`src/rtl/program_run_sequencer_if.sv`:
```
// Launcher <-> core/host signal bundle for program_run_sequencer.
// slave  : sequencer side (takes requests and core status, drives core control and results)
// master : host/core side
// Optional RUN_CHECK_EN adds golden-value checking signals.
interface program_run_sequencer_if #(
    parameter int ADDR_W = 64,
    parameter int DATA_W = 64
);
    logic              start;
    logic [ADDR_W-1:0] start_pc_in;
    logic [ADDR_W-1:0] end_pc_in;
    logic [ADDR_W-1:0] currentpc;
    logic [DATA_W-1:0] m2r_in;
    logic              core_reset;
    logic [ADDR_W-1:0] core_startpc;
    logic              busy;
    logic              done;
    logic              timeout;
    logic [DATA_W-1:0] result;
    logic [31:0]       cycle_count;
`ifdef RUN_CHECK_EN
    logic [DATA_W-1:0] expected_in;
    logic              pass;
    logic [7:0]        pass_count;

    modport slave (
        input  start, start_pc_in, end_pc_in, currentpc, m2r_in, expected_in,
        output core_reset, core_startpc, busy, done, timeout, result, cycle_count,
               pass, pass_count
    );
    modport master (
        output start, start_pc_in, end_pc_in, currentpc, m2r_in, expected_in,
        input  core_reset, core_startpc, busy, done, timeout, result, cycle_count,
               pass, pass_count
    );
`else
    modport slave (
        input  start, start_pc_in, end_pc_in, currentpc, m2r_in,
        output core_reset, core_startpc, busy, done, timeout, result, cycle_count
    );
    modport master (
        output start, start_pc_in, end_pc_in, currentpc, m2r_in,
        input  core_reset, core_startpc, busy, done, timeout, result, cycle_count
    );
`endif
endinterface

```
`src/rtl/program_run_sequencer.sv`:
```
// program_run_sequencer: launches a program on the singlecycle core, follows its PC
// up to an end address, captures the last MemtoRegOut inside the window and reports
// done / result / cycle count / watchdog timeout.
// Optional feature macro: RUN_CHECK_EN (golden-value compare, pass flag, pass counter).
//
// state    | meaning
// IDLE     | waiting for start; core_reset holds its last value
// CORE_RST | core_reset held high for RESET_CYCLES cycles
// SYNC     | waiting for the core PC to reach core_startpc
// RUN      | capturing m2r_in while currentpc < end
// DONE     | one-cycle done pulse, back to IDLE
module program_run_sequencer #(
    parameter int ADDR_W       = 64,
    parameter int DATA_W       = 64,
    parameter int RESET_CYCLES = 1,
    parameter int WDOG_W       = 16
) (
    input  logic                          CLK,
    input  logic                          reset,
    program_run_sequencer_if.slave        bus
);
    localparam logic [2:0] IDLE     = 3'd0;
    localparam logic [2:0] CORE_RST = 3'd1;
    localparam logic [2:0] SYNC     = 3'd2;
    localparam logic [2:0] RUN      = 3'd3;
    localparam logic [2:0] DONE     = 3'd4;

    localparam int RC_W = (RESET_CYCLES < 1) ? 1 : $clog2(RESET_CYCLES + 1);

    logic [2:0]        state;
    logic              core_reset_r;
    logic [ADDR_W-1:0] startpc_r;
    logic [ADDR_W-1:0] end_r;
    logic [DATA_W-1:0] result_r;
    logic [31:0]       count_r;
    logic              timeout_r;
    logic [WDOG_W-1:0] wdog;
    logic [RC_W-1:0]   rst_cnt;
    logic              run_phase;
    logic              wdog_hit;

    assign run_phase = (state == CORE_RST) || (state == SYNC) || (state == RUN);
    // Watchdog expiry overrides whatever the phase would otherwise do
    assign wdog_hit  = run_phase && (&wdog);

    // Main sequencer: launch, core reset pulse, PC sync, capture, watchdog
    always_ff @(posedge CLK or posedge reset) begin
        if (reset) begin
            state        <= IDLE;
            core_reset_r <= 1'b1;
            startpc_r    <= '0;
            end_r        <= '0;
            result_r     <= '0;
            count_r      <= '0;
            timeout_r    <= 1'b0;
            wdog         <= '0;
            rst_cnt      <= '0;
        end else if (wdog_hit) begin
            // Release the core so DONE always leaves it running, as on a normal exit
            timeout_r    <= 1'b1;
            core_reset_r <= 1'b0;
            state        <= DONE;
        end else begin
            if (run_phase) begin
                wdog <= wdog + WDOG_W'(1);
            end
            case (state)
                IDLE: begin
                    if (bus.start) begin
                        startpc_r <= bus.start_pc_in;
                        end_r     <= bus.end_pc_in;
                        result_r  <= '0;
                        count_r   <= '0;
                        timeout_r <= 1'b0;
                        wdog      <= '0;
                        rst_cnt   <= RC_W'(RESET_CYCLES);
                        state     <= CORE_RST;
                    end
                end
                CORE_RST: begin
                    // Count loaded on start: high for RESET_CYCLES, then release on the next edge
                    if (rst_cnt != '0) begin
                        core_reset_r <= 1'b1;
                        rst_cnt      <= rst_cnt - RC_W'(1);
                    end else begin
                        core_reset_r <= 1'b0;
                        state        <= SYNC;
                    end
                end
                SYNC: begin
                    if (bus.currentpc == startpc_r) begin
                        state <= RUN;
                    end
                end
                RUN: begin
                    if (bus.currentpc < end_r) begin
                        result_r <= bus.m2r_in;
                        if (count_r != 32'hFFFF_FFFF) begin
                            count_r <= count_r + 32'd1;
                        end
                    end else begin
                        state <= DONE;
                    end
                end
                DONE: begin
                    state <= IDLE;
                end
                default: begin
                    state <= IDLE;
                end
            endcase
        end
    end

    assign bus.core_reset   = core_reset_r;
    assign bus.core_startpc = startpc_r;
    assign bus.busy         = (state != IDLE);
    assign bus.done         = (state == DONE);
    assign bus.timeout      = timeout_r;
    assign bus.result       = result_r;
    assign bus.cycle_count  = count_r;

`ifdef RUN_CHECK_EN
    logic [DATA_W-1:0] expected_r;
    logic [7:0]        pass_count_r;
    logic              pass_w;

    assign pass_w = (state == DONE) && !timeout_r && (result_r == expected_r);

    // Golden value latched at launch; pass counter survives across runs until reset
    always_ff @(posedge CLK or posedge reset) begin
        if (reset) begin
            expected_r   <= '0;
            pass_count_r <= '0;
        end else begin
            if ((state == IDLE) && bus.start) begin
                expected_r <= bus.expected_in;
            end
            if (pass_w) begin
                pass_count_r <= pass_count_r + 8'd1;
            end
        end
    end

    assign bus.pass       = pass_w;
    assign bus.pass_count = pass_count_r;
`endif

endmodule

```
`src/flat_wrapper.sv`:
```
// flat-port wrapper written by rule: the top's interface ports become plain ports
module program_run_sequencer_flat 
#(
    parameter int ADDR_W       = 64,
    parameter int DATA_W       = 64,
    parameter int RESET_CYCLES = 1,
    parameter int WDOG_W       = 16
)
  (CLK, reset, bus_start, bus_start_pc_in, bus_end_pc_in, bus_currentpc, bus_m2r_in, bus_core_reset, bus_core_startpc, bus_busy, bus_done, bus_timeout, bus_result, bus_cycle_count);
  program_run_sequencer_if #(.ADDR_W(ADDR_W), .DATA_W(DATA_W)) bus_i ();
  input  logic CLK;
  input  logic reset;
  input wire logic [$bits(bus_i.start)-1:0] bus_start;
  input wire logic [$bits(bus_i.start_pc_in)-1:0] bus_start_pc_in;
  input wire logic [$bits(bus_i.end_pc_in)-1:0] bus_end_pc_in;
  input wire logic [$bits(bus_i.currentpc)-1:0] bus_currentpc;
  input wire logic [$bits(bus_i.m2r_in)-1:0] bus_m2r_in;
  output wire logic [$bits(bus_i.core_reset)-1:0] bus_core_reset;
  output wire logic [$bits(bus_i.core_startpc)-1:0] bus_core_startpc;
  output wire logic [$bits(bus_i.busy)-1:0] bus_busy;
  output wire logic [$bits(bus_i.done)-1:0] bus_done;
  output wire logic [$bits(bus_i.timeout)-1:0] bus_timeout;
  output wire logic [$bits(bus_i.result)-1:0] bus_result;
  output wire logic [$bits(bus_i.cycle_count)-1:0] bus_cycle_count;
  assign bus_i.start = bus_start;
  assign bus_i.start_pc_in = bus_start_pc_in;
  assign bus_i.end_pc_in = bus_end_pc_in;
  assign bus_i.currentpc = bus_currentpc;
  assign bus_i.m2r_in = bus_m2r_in;
  assign bus_core_reset = bus_i.core_reset;
  assign bus_core_startpc = bus_i.core_startpc;
  assign bus_busy = bus_i.busy;
  assign bus_done = bus_i.done;
  assign bus_timeout = bus_i.timeout;
  assign bus_result = bus_i.result;
  assign bus_cycle_count = bus_i.cycle_count;
  program_run_sequencer #(.ADDR_W(ADDR_W), .DATA_W(DATA_W), .RESET_CYCLES(RESET_CYCLES), .WDOG_W(WDOG_W)) u_core (.CLK(CLK), .reset(reset), .bus(bus_i));
endmodule
```
`config.mk`:
```
export PLATFORM = sky130hd
export DESIGN_NAME = program_run_sequencer_flat
export DESIGN_NICKNAME = d
export VERILOG_FILES = /design/src/rtl/program_run_sequencer_if.sv /design/src/rtl/program_run_sequencer.sv /design/src/flat_wrapper.sv
export SDC_FILE = /design/constraint.sdc
export NUM_CORES = 1
export LEC_CHECK = 0
export ABC_AREA = 1
export BUFFER_PORTS_ARGS = -buffer_cell sky130_fd_sc_hd__buf_2
export CELL_PAD_IN_SITES_DETAIL_PLACEMENT = 0
export CELL_PAD_IN_SITES_GLOBAL_PLACEMENT = 1
export CORE_AREA = 10 10 199 201
export DETAILED_ROUTE_END_ITERATION = 6
export DIE_AREA = 0 0 209 211
export PLACE_DENSITY_LB_ADDON = 0.1
export SYNTH_ARGS = -nofsm -noshare
export SYNTH_HDL_FRONTEND = slang
export SYNTH_SLANG_ARGS = --single-unit
```
`constraint.sdc`:
```
create_clock -name CLK -period 8 [get_ports CLK]
set_input_delay 0 -clock CLK [delete_from_list [all_inputs] [get_ports CLK]]
set_output_delay 0 -clock CLK [all_outputs]
set_load 0.005 [all_outputs]
```
==> results of run 1 <==
-- cell type report --
cell class	instances	area, µm²	area share [%]
multi-input combinational	1178	6050	32.9
inverter	125	477	2.59
antenna	5	12.5	0.0680
sequential	246	6160	33.5
clock inverter	8	93.8	0.510
timing repair buffer	625	4120	22.4
tap	461	577	3.13
clock buffer	47	916	4.98
-- state kept, by name, indices dropped and copies added (netlist names) --
signal	count
u_core.bus.core_reset	1
u_core.bus.timeout	1
u_core.rst_cnt	1
u_core.bus.core_startpc	64
u_core.end_r	64
u_core.state	3
u_core.bus.result	64
u_core.bus.cycle_count	32
u_core.wdog	16
-- Yosys cell counts, types with 2 or more instances --
| library cell | count | area, µm² |
|---|---|---|
| nand2_2 | 4 | 25.0 |
| nor4_1 | 5 | 31.3 |
| and3_1 | 2 | 12.5 |
| clkbuf_1 | 22 | 82.6 |
| inv_2 | 3 | 11.3 |
| o21a_1 | 5 | 37.5 |
| inv_1 | 122 | 458 |
| o21ai_0 | 90 | 450 |
| buf_2 | 28 | 140 |
| xnor2_1 | 65 | 569 |
| nor3b_1 | 5 | 37.5 |
| nor2_1 | 105 | 394 |
| nor3_1 | 19 | 95.1 |
| a31oi_1 | 2 | 12.5 |
| buf_4 | 6 | 45.0 |
| buf_1 | 7 | 26.3 |
| nor2_4 | 3 | 33.8 |
| dfrtp_1 | 245 | 6130 |
| xor2_1 | 16 | 140 |
| nand4_1 | 65 | 407 |
| a21oi_1 | 46 | 230 |
| nand3_1 | 88 | 440 |
| buf_6 | 3 | 33.8 |
| ha_1 | 65 | 813 |
| nand2_1 | 576 | 2160 |
| nor2_2 | 6 | 37.5 |
-- layer usage --
layer / vias up / track usage, %
met5: - / 0
met2: 357 / 33.5
met3: 61 / 5.26
met4: 6 / 4.66
met1: 5919 / 25.8
li1: 6393 / -
-- report_power, final --
group          switching [mW]  internal, mW
registers               0.294          1.72
logic                    1.35         0.866
clock network           0.541         0.844
-- worst max-delay path, delay by kind of cell (launching register included) --
kind	cells	cell delay (ps)
AND/OR/NAND/NOR	6	1160
buffers and inverters	2	1080
flip-flops	1	410
adder cells (fa/ha/maj)	1	220
AO/OA/AOI/OAI	1	200
-- path summary, 6_finish.rpt --
path / from / to
setup / recovery: u_core.wdog[0] / u_core.bus.cycle_count[5]
min in group asynchronous: reset / u_core.bus.core_startpc[29]
hold reg to reg: u_core.bus.core_reset / u_core.bus.core_reset
setup reg to reg: u_core.wdog[0] / u_core.bus.cycle_count[5]
hold / removal: bus_start_pc_in[62] / u_core.bus.core_startpc[62]
max in group asynchronous: reset / u_core.bus.core_startpc[42]
-- logic make-up (layout without fill, tap and decap cells) --
group                    count (synthesis)  in the layout  share of synthesized area (%)
AND/OR/NAND/NOR                        886            886                           28.9
flip-flops                             246            246                           47.4
buffers and inverters                  191            805                           6.14
AO/OA/AOI/OAI                          146            146                           5.80
XOR/XNOR                                81             81                           5.46
adder cells (fa/ha/maj)                 65             65                           6.26
other                                    0              5                              0
-- timing repair --
item                      in CTS  in global routing
resized for setup              0                  0
hold endpoints to repair     314                  0
hold buffers                 194                  0
==> flow_summary.json, run 1 <==
{
  "drc": 0,
  "cpMostUsedCell": "nand2_1",
  "clock.fmax_ghz": 0.307,
  "power_mw": 5.62,
  "synth_edf_count": 0,
  "fin_tns_setup_ps": 0,
  "syn-cell-area_um2": 13000,
  "end_kind": "flip-flop",
  "finalCriticalPeriod_ps": 3260,
  "crit_arrival_ps": 3710,
  "cts_made_buffers": 31,
  "cp_max_fo": 69,
  "grt_pass1_vias": 13200,
  "async_flop_share_pct": 100,
  "rrSetupSlack_ps": 4740,
  "period_share_pct": 40.7,
  "cpMaxStageDelayCell": "nand3_2",
  "cts_max_level": 1,
  "io_pins": 423,
  "crit_chain": "ha_1, nand3_1, nor2_1, nand4_1, buf_4, o211ai_1, inv_2, nand3_2, nand2_1, nand2_1",
  "track_usage_pct": 20.2,
  "drtAntennaViolNets": 0,
  "dr_wl_met2_um": 21800,
  "ff2ff_path_depth": 10,
  "crit_required_ps": 8450,
  "first_pass_iters": 5,
  "place_inst": 2441,
  "die_w_um": 209,
  "status": "finished, final reports clean",
  "fin_cells": 2695,
  "synthCells": 1615,
  "final_common_cell": "nand2_1",
  "fin_util_pct": 52.0,
  "p_leak_nw": 9.57,
  "relSlewSlack_pct": 34.4,
  "synth-main-ff-cell": "dfrtp_1",
  "gp_congestion": 0.815,
  "vias_per_cell": 4.73,
  "worst_slack_ps": 4740,
  "finClkSkew_ps": 16.8,
  "die_h_um": 211,
  "syn-num-nets": 1939,
  "min_path_cells": 4,
  "fillers": 3459,
  "synth_seq_cells": 246,
  "area_growth_syn_to_layout_pct": 41.7,
  "powerDensity_nw_per_um2": 305,
  "cts_setup_buffers": 0,
  "num-nets-final": 2531,
  "setup.worst_path.start_class": "flip-flop",
  "grt_remaining_overflow": 0,
  "port_buffers": 422,
  "top_layer": "met5",
  "clockBufferDepth": 3,
  "holdWs_ps": 164,
  "met3WireLength_um": 3040,
  "synth_seq_area_share_pct": 47.4,
  "grt_start_max_net_pins": 121,
  "dpl.hpwl_um": 33500,
  "grt_pass1_wl_um": 73300,
  "grt_antenna_before_repair": 8,
  "synth.avg_cell_area_um2": 8.04,
  "wl_met1_um": 20000,
  "rows": 69,
  "drtIter0Drc": 775,
  "hold_class": "input port to flip-flop",
  "drt_wl_total_um": 45700,
  "yosysWarnings": 0,
  "cpPeakStageDelay_ps": 630,
  "root_buffer": "clkbuf_16",
  "drive_above_1_share_pct": 22.6,
  "die_area_um2": 44100,
  "irDropWorstVdd_mv": 0.224,
  "core_area_um2": 35400,
  "placed_area_um2": 15400,
  "start_util_pct": 36.7,
  "dpl_worst_slack_ps": 4680,
  "finish.instance_area_um2": 18400,
  "rsz0062_at_grt": "no",
  "synth.distinct_cells": 38,
  "finalHoldViolCount": 0,
  "clk_latency_ps": 570,
  "wl_per_cell_um": 17.0,
  "clock_sinks": 246,
  "worst_slew_pin_slew_ps": 983,
  "setup_violations": 0,
  "cts_tree": "done",
  "drv_slew": 0,
  "cap_violations": 0,
  "crit_type": "flip-flop to flip-flop",
  "clk_pin_slew_ps": 60,
  "num_vias": 12700,
  "final_cell_mix": "nand2_1, buf_2, dfrtp_1"
}
Note: power is estimated with default switching activity, not from simulation.
==> inputs of run 2 (changes only) <==
Settings changed: ABC_AREA 1 to 0, CORE_AREA 10 10 199 201 to 10 10 190 192, DIE_AREA 0 0 209 211 to 0 0 200 202.
Clock period 8 ns to 3 ns, I/O delays scaled along.
==> run 2 against run 1 <==
First-iteration DRC count decreased by 28%. Sequential share of layout area increased by 1.3 points. Largest cell class unchanged. Clock-buffer cell count decreased by 8. Die area decreased by 8.4%.
==> flow_summary.json, run 2 <==
{
  "status": "finished, final reports clean",
  "final_common_cell": "buf_2",
  "holdWs_ps": 120,
  "wl_per_cell_um": 19.7,
  "async_flop_share_pct": 100,
  "setup.worst_path.start_class": "flip-flop",
  "clockBufferDepth": 3,
  "crit_required_ps": 3430,
  "crit_chain": "inv_1, ha_4, and4_4, a221o_1, a311o_1, a32oi_2, nand2_1, buf_4, o311a_1, a221o_1",
  "drive_above_1_share_pct": 28.1,
  "fin_util_pct": 54.9,
  "drtIter0Drc": 556,
  "die_area_um2": 40400,
  "final_cell_mix": "buf_2, nand2_1, dfrtp_1",
  "io_pins": 423,
  "clock.fmax_ghz": 0.355,
  "num-nets-final": 2171,
  "end_kind": "flip-flop",
  "grt_pass1_vias": 12000,
  "synthCells": 1240,
  "crit_type": "flip-flop to flip-flop",
  "place_inst": 2063,
  "synth_seq_area_share_pct": 50.6,
  "core_area_um2": 32300,
  "rsz0062_at_grt": "no",
  "cts_max_level": 1,
  "drc": 0,
  "synth_most_common_cell": "nand2_1",
  "synth_seq_cells": 246,
  "relSlewSlack_pct": 43.3,
  "ys_top_cells_by_area": "dfrtp_1, nand2_1, ha_1",
  "gp_congestion": 0.838,
  "synth_top_cell_area_share_pct": 50.4,
  "clk_latency_ps": 560,
  "fin_cells": 2319,
  "port_buffers": 422,
  "setup_violations": 0,
  "cts_made_buffers": 29,
  "cpPeakStageDelay_ps": 370,
  "root_buffer": "clkbuf_16",
  "synth.cells.most_frequent": "nand2_1, dfrtp_1, inv_1",
  "cpMostUsedCell": "a221o_1",
  "cp_max_fo": 10,
  "grt_pass1_wl_um": 70300,
  "crit_arrival_ps": 3250,
  "rows": 66,
  "worst_slew_pin_slew_ps": 851,
  "start_util_pct": 37.7,
  "cts_tree": "done",
  "drtAntennaViolNets": 0,
  "rrSetupSlack_ps": 190,
  "yosysTopAreaCell": "dfrtp_1",
  "yosysWarnings": 0,
  "grt_start_max_net_pins": 208,
  "grt_antenna_before_repair": 12,
  "finalCriticalPeriod_ps": 2810,
  "drt_wl_total_um": 45600,
  "num_vias": 11200,
  "grt_remaining_overflow": 0,
  "fin_tns_setup_ps": 0,
  "p_leak_nw": 9.06,
  "period_share_pct": 93.8,
  "synth_edf_count": 0,
  "synth.avg_cell_area_um2": 9.82,
  "hold_class": "input port to flip-flop",
  "track_usage_pct": 22.0,
  "syn-num-nets": 1564,
  "cts_setup_buffers": 0,
  "clk_pin_slew_ps": 60,
  "cpMaxStageDelayCell": "dfrtp_1",
  "die_w_um": 200,
  "powerDensity_nw_per_um2": 824,
  "cap_violations": 0,
  "vias_per_cell": 4.85,
  "area_growth_syn_to_layout_pct": 45.5,
  "finalHoldViolCount": 0,
  "synth.distinct_cells": 65,
  "dpl.hpwl_um": 33800,
  "synth-main-ff-cell": "dfrtp_1",
  "clock_sinks": 246,
  "path_delay_family": "compound AO/OA/AOI/OAI gates",
  "first_pass_iters": 5,
  "irDropWorstVdd_mv": 0.437,
  "drv_slew": 0,
  "syn-cell-area_um2": 12200,
  "finClkSkew_ps": 13.4,
  "die_h_um": 202,
  "worst-path-buf-inv": 2
}
==> run 2: where the power goes <==
part,internal [mW],switching (mW),leakage [nW]
clock,2.06,1.43,0.460
combinational,2.46,3.24,5.42
sequential,4.56,0.855,3.18
total,9.08,5.53,9.06
==> run 2: layer usage <==
metal / share of wire [%] / GRT usage, %
met3: 6.8 / 5.33
met1: 42 / 27.1
met4: 2.1 / 5.71
met5: 0.037 / 0
met2: 49 / 37.5
==> run 2: cells by family after synthesis <==
kind of cell               share of synthesized area (%)
xor gates and xnor gates                            5.54
DFF                                                 50.6
and+or+nand+nor                                     16.9
buffers and inverters                               4.92
AOI/OAI and AO/OA                                   15.0
muxes                                              0.329
adders and majority gates                           6.68
==> run 2: path summary, 6_finish.rpt <==
check | start | endpoint | cells past startpoint
setup / recovery | u_core.end_r[34] | u_core.bus.cycle_count[12] | 10
hold / removal | bus_currentpc[47] | u_core.state[0] | 6
setup reg to reg | u_core.end_r[34] | u_core.bus.cycle_count[12] | 10
hold reg to reg | u_core.bus.timeout | u_core.bus.timeout | 2
max in group asynchronous | reset | u_core.bus.core_startpc[21] | 5
min in group asynchronous | reset | u_core.bus.core_startpc[3] | 4
==> run 2: stage by stage <==
step	total power [mW]	setup slack, ps	cell area [µm²]
6_report	14.6	187	17700
5_1_grt	15.7	39.3	17700
4_1_cts	14.7	89.8	17700
3_5_place_dp	11.0	102	14800
3_3_place_gp	10.9	128	14800
2_1_floorplan	8.60	-231	12200
==> run 2: area by class of cell <==
type	instances	area (µm²)
clock buffer	39	813
tap	442	553
fill	2988	14600
inverter	78	297
multi-input combinational	857	5460
clock inverter	12	119
timing repair buffer	635	4300
antenna	10	25.0
sequential	246	6160
==> run 2: repair_timing <==
item                                   in CTS  in global routing
endpoints found under the hold margin     439                  0
setup endpoints to repair                   0                 13
gates resized for setup                     0                  4
hold buffers                              195                  0
==> run 2: tightest hold or removal path: stages <==
cell and delay [ps]:
buf_2 110, xnor2_1 60, nand4_1 60, nor3_1 90, a31oi_1 220, o21bai_1 80
==> inputs of run 3 (changes only) <==
Settings changed: RECOVER_POWER set to 100.
==> run 3 against run 2 <==
The flow now finishes with violations (max-slew violations). Power down 1.3%. First-iteration DRC count grew 3.8%. Core utilization decreased by 0.74 points. Global-route usage unchanged. Critical endpoint unchanged. Largest power group unchanged.
==> flow_summary.json, run 3 (synthesis results as in run 2) <==
{
  "status": "complete, but fails checks",
  "violations": "max-slew violations",
  "cts_max_level": 1,
  "root_buffer": "clkbuf_16",
  "clk_pin_slew_ps": 60,
  "path_delay_family": "compound AO/OA/AOI/OAI gates",
  "crit_chain": "inv_1, ha_4, and4_4, a221o_1, a311o_1, a32oi_2, nand2_1, buf_4, o311a_1, a221o_1",
  "irDropWorstVdd_mv": 0.445,
  "grt_pass1_wl_um": 70300,
  "dpl.hpwl_um": 33800,
  "cp_num_cells": 10,
  "drtIter0Drc": 577,
  "clk_latency_ps": 560,
  "rrSetupSlack_ps": 170,
  "setup_violations": 0,
  "die_area_um2": 40400,
  "end_kind": "flip-flop",
  "cts_tree": "done",
  "core_area_um2": 32300,
  "crit_type": "flip-flop to flip-flop",
  "worst_slack_ps": 174,
  "cpMaxStageDelayCell": "dfrtp_1",
  "start_util_pct": 37.7,
  "place_inst": 2063,
  "period_share_pct": 94.2,
  "num_vias": 11300,
  "cp_max_fo": 10,
  "die_h_um": 202,
  "drt_wl_total_um": 45500,
  "drc": 0,
  "finalHoldViolCount": 0,
  "track_usage_pct": 22.0,
  "worst-path-buf-inv": 2,
  "grt_antenna_before_repair": 12,
  "vias_per_cell": 4.86,
  "clockBufferDepth": 3,
  "grt_pass1_vias": 12000,
  "final_cell_mix": "nand2_1, buf_2, dfrtp_1",
  "cp-startpoint": "u_core.end_r[34]",
  "fin_util_pct": 54.1,
  "die_w_um": 200,
  "io_pins": 423,
  "drive_above_1_share_pct": 20.0,
  "cpPeakStageDelay_ps": 380,
  "num-nets-final": 2171,
  "placed_area_um2": 14800,
  "rsz0062_at_grt": "no",
  "cap_violations": 0,
  "cts_setup_buffers": 0,
  "drv_slew": 143,
  "reg2reg_to": "u_core.bus.cycle_count[12]",
  "gp_congestion": 0.838,
  "wl_per_cell_um": 19.6,
  "final_common_cell": "nand2_1",
  "cpMostUsedCell": "a221o_1",
  "worst_slew_pin_slew_ps": 1550,
  "finalCriticalPeriod_ps": 2830,
  "r2r_start": "u_core.end_r[34]",
  "crit_arrival_ps": 3260,
  "p_leak_nw": 8.48,
  "grt_remaining_overflow": 0,
  "clock.fmax_ghz": 0.354,
  "finClkSkew_ps": 12.2,
  "ff2ff_path_depth": 10,
  "powerDensity_nw_per_um2": 825,
  "port_buffers": 422,
  "hold_class": "input port to flip-flop",
  "finish.instance_area_um2": 17500,
  "fillers": 3083,
  "clock_sinks": 246,
  "rows": 66,
  "cts_made_buffers": 29,
  "setup.worst_path.start_class": "flip-flop",
  "drtAntennaViolNets": 0,
  "grt_start_max_net_pins": 208,
  "relSlewSlack_pct": -3.15,
  "dpl_worst_slack_ps": 102,
  "crit_required_ps": 3430,
  "area_growth_syn_to_layout_pct": 43.6,
  "first_pass_iters": 4,
  "critPathCapture": "u_core.bus.cycle_count[12]",
  "fin_tns_setup_ps": 0,
  "fin_cells": 2320
}
[run 3: cell count changes in the layout (fill, tap and decap cells not counted), moves of 2 or more]
| cell | before | now |
|---|---|---|
| buf_2 | 422 | 273 |
| nor4_1 | 14 | 16 |
| clkbuf_1 | 5 | 154 |
| buf_6 | 0 | 2 |
| nor4_2 | 2 | 0 |
| buf_12 | 8 | 4 |
[run 3: worst min-delay path by stage]
stage                                    from                           to  slack, ps  cells after the start
after floorplan            bus_start_pc_in[0]   u_core.bus.core_startpc[0]        110                      2
after global placement                  reset  u_core.bus.core_startpc[62]         -6                      2
after detailed placement                reset  u_core.bus.core_startpc[62]        -10                      2
after CTS                   bus_currentpc[47]              u_core.state[0]        110                      6
after global routing      bus_start_pc_in[12]  u_core.bus.core_startpc[12]        180                      4
final                       bus_currentpc[47]              u_core.state[0]        130                      6
[run 3: what timing repair did]
item,in CTS,in global routing
endpoints found under the setup margin,0,13
endpoints found under the hold margin,439,0
hold buffers,195,0
resized for setup,0,4
[run 3: where the power goes]
part	total, mW	switching, mW	leakage (nW)	internal [mW]
clock	3.49	1.43	0.460	2.06
combinational	5.51	3.24	4.84	2.27
sequential	5.43	0.870	3.18	4.56
total	14.4	5.54	8.48	8.89
[run 3: worst min-delay path: cells and delay by family]
kind	cells	cell delay (ps)
xor+xnor	1	60
simple gates	2	160
compound gates	2	300
buf+inv	1	110
[run 3: per-layer routing]
| metal | vias to the layer above | routed length [µm] | share of wire (%) | GRT usage [%] |
|---|---|---|---|---|
| met5 | - | 17 | 0.037 | 0 |
| met4 | 4 | 965 | 2.1 | 5.71 |
| met3 | 57 | 3040 | 6.7 | 5.33 |
| met2 | 312 | 22500 | 49 | 37.5 |
| met1 | 5383 | 19000 | 42 | 27.1 |
| li1 | 5517 | - | - | - |
[run 3: stage by stage]
stage / hold slack [ps] / power [mW]
floorplan: 105 / 8.60
global placement: -5.55 / 10.9
detailed placement: -10.1 / 11.0
CTS: 108 / 14.7
global route: 177 / 15.5
finish: 133 / 14.4
[run 3: area by class of cell]
cell class,count,area (µm²),area share (%)
clock buffers,39,813,4.65
flip-flops and latches,246,6160,35.2
clock inverters,12,119,0.680
multi-input cells,857,5440,31.1
well taps,442,553,3.16
diodes,11,27.5,0.157
repair buffers,635,4080,23.3
inverters,78,294,1.68
